==> src/rtl/kmeans_pkg.sv <==
// ============================================================================
// kmeans_pkg : shared types and constants for the post-clustering stages.
// Revision   : 1.0
// ============================================================================
`default_nettype none

package kmeans_pkg;

    typedef enum logic [2:0] {
        IDLE   = 3'd0,
        SCAN   = 3'd1,
        DRAIN  = 3'd2,
        SCALE  = 3'd3,
        DIVIDE = 3'd4,
        DONE   = 3'd5
    } sev_state_t;

    localparam logic [1:0] SEV_HEALTHY = 2'd0;
    localparam logic [1:0] SEV_MILD    = 2'd1;
    localparam logic [1:0] SEV_MOD     = 2'd2;
    localparam logic [1:0] SEV_SEVERE  = 2'd3;

    localparam int PCT_W     = 7;
    localparam int CNT_W     = 17;
    localparam int PROD_W    = 24;
    localparam int ADDR_W    = 16;
    localparam int DIV_ITERS = 23;

    // Thresholds are inclusive lower bounds, checked from most to least severe.
    function automatic logic [1:0] sev_classify(input logic [PCT_W-1:0] pct,
                                                input int th_mild,
                                                input int th_mod,
                                                input int th_sev);
        int p;
        p = int'(pct);
        if (p >= th_sev)       return SEV_SEVERE;
        else if (p >= th_mod)  return SEV_MOD;
        else if (p >= th_mild) return SEV_MILD;
        else                   return SEV_HEALTHY;
    endfunction

endpackage

`default_nettype wire

==> src/rtl/severity_estimator_seq_divider.sv <==
// ============================================================================
// seq_divider : restoring divider by a constant, one quotient bit per cycle.
// Revision    : 1.0
// ============================================================================
`default_nettype none

module seq_divider
    import kmeans_pkg::*;
#(
    parameter int DIVISOR = 40000,
    parameter int ITERS   = DIV_ITERS,
    parameter int QUO_W   = PCT_W
) (
    input  logic              clk,
    input  logic              reset,
    input  logic              i_start,
    input  logic [PROD_W-1:0] i_dividend,
    output logic              o_done,
    output logic [QUO_W-1:0]  o_quotient
);

    localparam int REM_W  = $clog2(DIVISOR) + 2;
    localparam int CNT_BW = $clog2(ITERS + 1);

    logic [REM_W-1:0]  r_rem, w_src_rem, w_nrem;
    logic [PROD_W-1:0] r_quo, w_src_quo, w_nquo;
    logic [REM_W:0]    w_trial;
    logic              w_ge;
    logic [CNT_BW-1:0] r_cnt;
    logic              r_busy;
    logic              r_done;

    // The start cycle already performs the first iteration on the fresh
    // dividend; r_quo shifts dividend bits out of its MSB and quotient bits in.
    always_comb begin
        w_src_rem = i_start ? '0 : r_rem;
        w_src_quo = i_start ? (i_dividend << (PROD_W - ITERS)) : r_quo;
        w_trial   = {w_src_rem, w_src_quo[PROD_W-1]};
        w_ge      = (w_trial >= (REM_W+1)'(DIVISOR));
        w_nrem    = w_ge ? REM_W'(w_trial - (REM_W+1)'(DIVISOR)) : REM_W'(w_trial);
        w_nquo    = {w_src_quo[PROD_W-2:0], w_ge};
    end

    always_ff @(posedge clk) begin
        if (reset) begin
            r_rem  <= '0;
            r_quo  <= '0;
            r_cnt  <= '0;
            r_busy <= 1'b0;
            r_done <= 1'b0;
        end else begin
            r_done <= 1'b0;
            if (i_start) begin
                r_rem  <= w_nrem;
                r_quo  <= w_nquo;
                r_cnt  <= CNT_BW'(1);
                r_busy <= (ITERS > 1);
                r_done <= (ITERS == 1);
            end else if (r_busy) begin
                r_rem <= w_nrem;
                r_quo <= w_nquo;
                r_cnt <= r_cnt + 1'b1;
                if (r_cnt == CNT_BW'(ITERS - 1)) begin
                    r_busy <= 1'b0;
                    r_done <= 1'b1;
                end
            end
        end
    end

    assign o_done     = r_done;
    assign o_quotient = r_quo[QUO_W-1:0];

endmodule

`default_nettype wire

==> src/rtl/severity_estimator.sv <==
// ============================================================================
// severity_estimator : counts diseased-cluster pixels and grades the area.
// Revision           : 1.0
// ============================================================================
`default_nettype none

module severity_estimator
    import kmeans_pkg::*;
#(
    parameter int NUM_PIXELS = 40000,
    parameter int RD_LAT     = 1,
    parameter int TH_MILD    = 5,
    parameter int TH_MOD     = 25,
    parameter int TH_SEV     = 50
) (
    input  logic              clk,
    input  logic              reset,
    input  logic              start_severity,
    input  logic              diseased_cluster,
    output logic [ADDR_W-1:0] Cluster_ID_PORTB_addr,
    input  logic              Cluster_ID_PORTB_din,
    output logic              busy,
    output logic              done,
    output logic [CNT_W-1:0]  diseased_count,
    output logic [PCT_W-1:0]  severity_pct,
    output logic [1:0]        severity_class
);

    localparam logic [ADDR_W-1:0] LAST_ADDR = ADDR_W'(NUM_PIXELS - 1);

    sev_state_t        r_state, w_next;
    logic [ADDR_W-1:0] r_addr;
    logic [RD_LAT-1:0] r_vpipe;
    logic [1:0]        r_drain;
    logic              r_cluster;
    logic [CNT_W-1:0]  r_acc;
    logic [CNT_W-1:0]  r_count;
    logic [PCT_W-1:0]  r_pct;
    logic [1:0]        r_class;
    logic [PROD_W-1:0] w_prod;
    logic [PCT_W-1:0]  w_quo;
    logic              w_accept, w_issue, w_valid, w_div_start, w_div_done;

    always_ff @(posedge clk) begin
        if (reset) r_state <= IDLE;
        else       r_state <= w_next;
    end

    always_comb begin
        w_next      = r_state;
        w_accept    = 1'b0;
        w_issue     = 1'b0;
        w_div_start = 1'b0;
        busy        = 1'b1;
        done        = 1'b0;
        case (r_state)
            IDLE: begin
                busy     = 1'b0;
                w_accept = start_severity;
                if (start_severity) w_next = SCAN;
            end
            SCAN: begin
                w_issue = 1'b1;
                if (r_addr == LAST_ADDR) w_next = DRAIN;
            end
            DRAIN:  if (r_drain == 2'(RD_LAT - 1)) w_next = SCALE;
            SCALE: begin
                w_div_start = 1'b1;
                w_next      = DIVIDE;
            end
            DIVIDE: if (w_div_done) w_next = DONE;
            DONE: begin
                done   = 1'b1;
                w_next = IDLE;
            end
            default: w_next = IDLE;
        endcase
    end

    // r_vpipe marks which cycles carry read data for an issued address.
    assign w_valid = r_vpipe[RD_LAT-1];

    always_ff @(posedge clk) begin
        if (reset) begin
            r_addr    <= '0;
            r_vpipe   <= '0;
            r_drain   <= '0;
            r_cluster <= 1'b0;
            r_acc     <= '0;
        end else begin
            r_vpipe <= RD_LAT'({r_vpipe, w_issue});
            r_drain <= (r_state == DRAIN) ? r_drain + 1'b1 : 2'd0;
            if (w_issue && r_addr != LAST_ADDR) r_addr <= r_addr + 1'b1;
            else                                r_addr <= '0;
            if (w_accept) begin
                r_cluster <= diseased_cluster;
                r_acc     <= '0;
            end else if (w_valid && Cluster_ID_PORTB_din == r_cluster) begin
                r_acc <= r_acc + 1'b1;
            end
        end
    end

    // count*100 as shift-and-add: 64c + 32c + 4c.
    assign w_prod = (PROD_W'(r_acc) << 6) + (PROD_W'(r_acc) << 5) + (PROD_W'(r_acc) << 2);

    seq_divider #(
        .DIVISOR (NUM_PIXELS),
        .ITERS   (DIV_ITERS),
        .QUO_W   (PCT_W)
    ) u_div (
        .clk        (clk),
        .reset      (reset),
        .i_start    (w_div_start),
        .i_dividend (w_prod),
        .o_done     (w_div_done),
        .o_quotient (w_quo)
    );

    // Results are registered on the edge entering DONE so they are already
    // valid while done is high.
    always_ff @(posedge clk) begin
        if (reset) begin
            r_count <= '0;
            r_pct   <= '0;
            r_class <= SEV_HEALTHY;
        end else if (r_state == DIVIDE && w_div_done) begin
            r_count <= r_acc;
            r_pct   <= w_quo;
            r_class <= sev_classify(w_quo, TH_MILD, TH_MOD, TH_SEV);
        end
    end

    assign Cluster_ID_PORTB_addr = r_addr;
    assign diseased_count        = r_count;
    assign severity_pct          = r_pct;
    assign severity_class        = r_class;

endmodule

`default_nettype wire

==> config.mk <==
export PLATFORM = sky130hd
export DESIGN_NAME = severity_estimator
export DESIGN_NICKNAME = d
export VERILOG_FILES = /design/src/rtl/kmeans_pkg.sv /design/src/rtl/severity_estimator_seq_divider.sv /design/src/rtl/severity_estimator.sv
export SDC_FILE = /design/constraint.sdc
export NUM_CORES = 1
export LEC_CHECK = 0
export ABC_AREA = 0
export CAP_MARGIN = 20
export CORE_MARGIN = 4
export CORE_UTILIZATION = 30
export CTS_BUF_LIST = sky130_fd_sc_hd__clkbuf_4 sky130_fd_sc_hd__clkbuf_8
export CTS_CLUSTER_DIAMETER = 200
export DETAILED_ROUTE_END_ITERATION = 16
export PLACE_DENSITY = 0.55
export SETUP_SLACK_MARGIN = 0.3
export SLEW_MARGIN = 20
export SYNTH_ARGS = -nofsm -noshare
export SYNTH_HDL_FRONTEND = slang
export SYNTH_SLANG_ARGS = --single-unit
==> constraint.sdc <==
create_clock -name clk -period 4.31 [get_ports clk]
set_clock_uncertainty 0.05 [all_clocks]
set_input_delay 1.293 -clock clk [delete_from_list [all_inputs] [get_ports clk]]
set_output_delay 1.293 -clock clk [all_outputs]
set_load 0.01 [all_outputs]
==> flow_summary.ini <==
[job]
max-cap-violations = 0

[finish]
drive_gt1_share_pct = 6.04
nets = 775
layout_commonest_cell = dfxtp_1
layout_common_cells = 114 x dfxtp_1, 84 x nor2_1, 73 x nand2_1
antennaDiodeCount = 0
areaGrowthSynthToFinish_pct = 19.3

[synthesis]
syn_area_um2 = 6010
synth_edf_count = 0
synth-compound-area-share_pct = 13.7
syn_inst = 681
yosysWarningCount = 0
syn_avg_cell_area_um2 = 8.83
syn_nets = 739
yosys.area.top_type = dfxtp_1
synth_simple_gate_area_share_pct = 20.0
ys_async_sr_fraction_pct = 0
ys_seq_area_share_pct = 38.3
synthAdderAreaFrac_pct = 12.8
synth_flop_cell = dfxtp_1
yosysUniqueCellTypes = 51
synth.area.top_cells = dfxtp_1 38%, ha_1 8.1%, nor2_1 5.2%
synth_xor_area_share_pct = 7.43
ys_ff_latch = 115
synthMuxAreaShare_pct = 4.66
synth_top_family_by_area = simple AND/OR/NAND/NOR gates
yosysTopAreaCellShare_pct = 38.3

[timing]
timing.hold.ws_ps = 402
setup_viol = 0
fin_ws_ps = 891
fin_crit_sh_pct = 79.3
finalCriticalPeriod_ps = 3420
tns_ps = 0
worst_pin_slew_ps = 889
rsz0062_at_grt = false
fmaxAchievable_ghz = 0.293
maxSlewViolCount = 0
hold_violations = 0
slew_headroom_pct = 40.7

[clocking]
cts_hold_buf = 0
post_cts_buffers = 0
cts_tree = done
cts.path.max_buffers = 2
cts_root_buf = clkbuf_8
cts-buffers-inserted = 17
cts_resized = 0
insertion_delay_ps = 440
h-tree-depth = 4
cts.clk_slew.worst_paths_ps = 70
cts_sinks = 115

[setup_path]
cp_slowest_cell = dfxtp_1
crit_type = reg2reg
cp-end-kind = flip-flop
worstPathCellList = fa_1, ha_1, fa_1, a21o_1, and4_1, o21ai_0, a21oi_1, o32ai_1, xor2_1, a211oi_1
setup.worst_path.start_class = flip-flop
worstPathRequired_ps = 4620
critPathMaxFanout = 7
arrival_ps = 3730
cpMostUsedCell = fa_1
slowest_delay_ps = 530

[floorplanning]
dieWidth_um = 150
initial_utilization_pct = 30.7
die_area_um2 = 22400
row_count = 51
die_h_um = 150
pin_count = 49
core_area_um2 = 19600

[power]
pwr-share-clk_pct = 50.6
p_leak_nw = 2.75
vdd_drop_max_uv = 218
seq_power_share_pct = 47.7
power_switching_w = 0.000467
p_int_w = 0.00178
sw_frac_of_total_pct = 20.8
power_frac_comb_pct = 1.8
p_per_area_nw_per_um2 = 313

[grt]
grt_start_max_net_pins = 40
grt_usage_pct = 12.1
grt_pass1_vias = 4544
grt_pass1_wl_mm = 22.1
grt_overflow = 0
antenna_found_initial = 0

[placed_design]
io_buffer_count = 48
dp_hpwl_mm = 8.74
preCtsSetupSlack_ps = 873
place_congestion = 0.741

[detailed_routing]
first_pass_iters = 6
first_iter_violations = 127
vias = 4593
viasPerCell = 4.62
ant_nets = 0
wl_mm = 12.6
post_drt_wl_per_cell_um = 12.7
drc = 0

[status]
status = complete, no violations

[worst_hold_path]
hp-class = reg2reg
==> sequential cells by signal (all words and copies together) (netlist names) <==
signal and flops:
severity_pct 7, severity_class 2, u_div.r_quo 24, r_acc 17, diseased_count 17, r_cluster 1
u_div.o_done 1, u_div.r_cnt 5, Cluster_ID_PORTB_addr 16, u_div.r_rem 18, u_div.r_busy 1, r_vpipe 1
r_drain 2, r_state 3
==> final timing paths <==
check	from	depth (start not counted)	end	slack, ps
worst max-delay path	r_acc[4]	10	u_div.r_rem[0]	890
worst min-delay path	diseased_count[15]	2	diseased_count[15]	400
worst max register to register	r_acc[4]	10	u_div.r_rem[0]	890
worst min register to register	diseased_count[15]	2	diseased_count[15]	400
==> power groups by stage <==
stage | sequential, W | clock (W) | combinational (W)
2_1_floorplan | 0.00109 | 0 | 0.0000276
3_3_place_gp | 0.00109 | 0 | 0.0000413
3_5_place_dp | 0.00109 | 0 | 0.0000407
4_1_cts | 0.00107 | 0.00117 | 0.0000411
5_1_grt | 0.00107 | 0.00122 | 0.0000454
6_report | 0.00107 | 0.00114 | 0.0000398
==> per-stage QoR <==
step	utilization [%]	cells	area, µm²	total power, W
finish	36.6	994	7170	0.00225
global route	36.6	994	7170	0.00234
CTS	36.6	994	7170	0.00228
detailed placement	34.3	963	6720	0.00114
global placement	34.3	963	6720	0.00114
floorplan	-	681	6010	0.00112
==> logic make-up (layout without fill, tap and decap cells) <==
family	after synthesis	count (layout)
flip-flops	115	115
multiplexers	28	28
adder cells (fa/ha/maj)	53	53
AO/OA/AOI/OAI	134	134
AND/OR/NAND/NOR	253	253
buffers and inverters	47	95
XOR/XNOR	51	51
==> critical path: cells and delay by family, from the launching register on <==
kind,cells,cell delay (ps)
DFF,1,530
xor gates and xnor gates,1,110
AOI/OAI and AO/OA,5,1310
adders and majority gates,3,1140
and+or+nand+nor,1,200
==> area by class of cell <==
cell class	instances	area [µm²]
fill	2053	12400
multi-input combinational	519	3530
sequential	115	2300
timing repair buffer	53	513
tap	265	332
clock buffer	23	304
clock inverter	8	149
inverter	11	41.3
==> cell usage after synthesis, drive strengths merged (5+ instances only) <==
| library cell | instances |
|---|---|
| dfxtp | 115 |
| nor2 | 84 |
| nand2 | 73 |
| a21oi | 56 |
| ha | 39 |
| a211oi | 32 |
| clkbuf | 28 |
| mux2i | 28 |
| xor2 | 26 |
| xnor2 | 25 |
| o21ai | 20 |
| nor3 | 15 |
| fa | 14 |
| nand3 | 12 |
| nor2b | 12 |
| and3 | 11 |
| inv | 11 |
| buf | 8 |
| or3 | 8 |
| a21o | 6 |
| a31oi | 6 |
| nand2b | 6 |
| and2 | 5 |
==> routing by layer <==
layer,vias up,GRT usage [%],wire length [µm]
met3,14,3.63,462
met4,0,4.12,169
li1,2428,-,-
met1,2097,16.3,6500
met5,-,0,0
met2,54,18.6,5480
(Power assumes the default switching activity.)
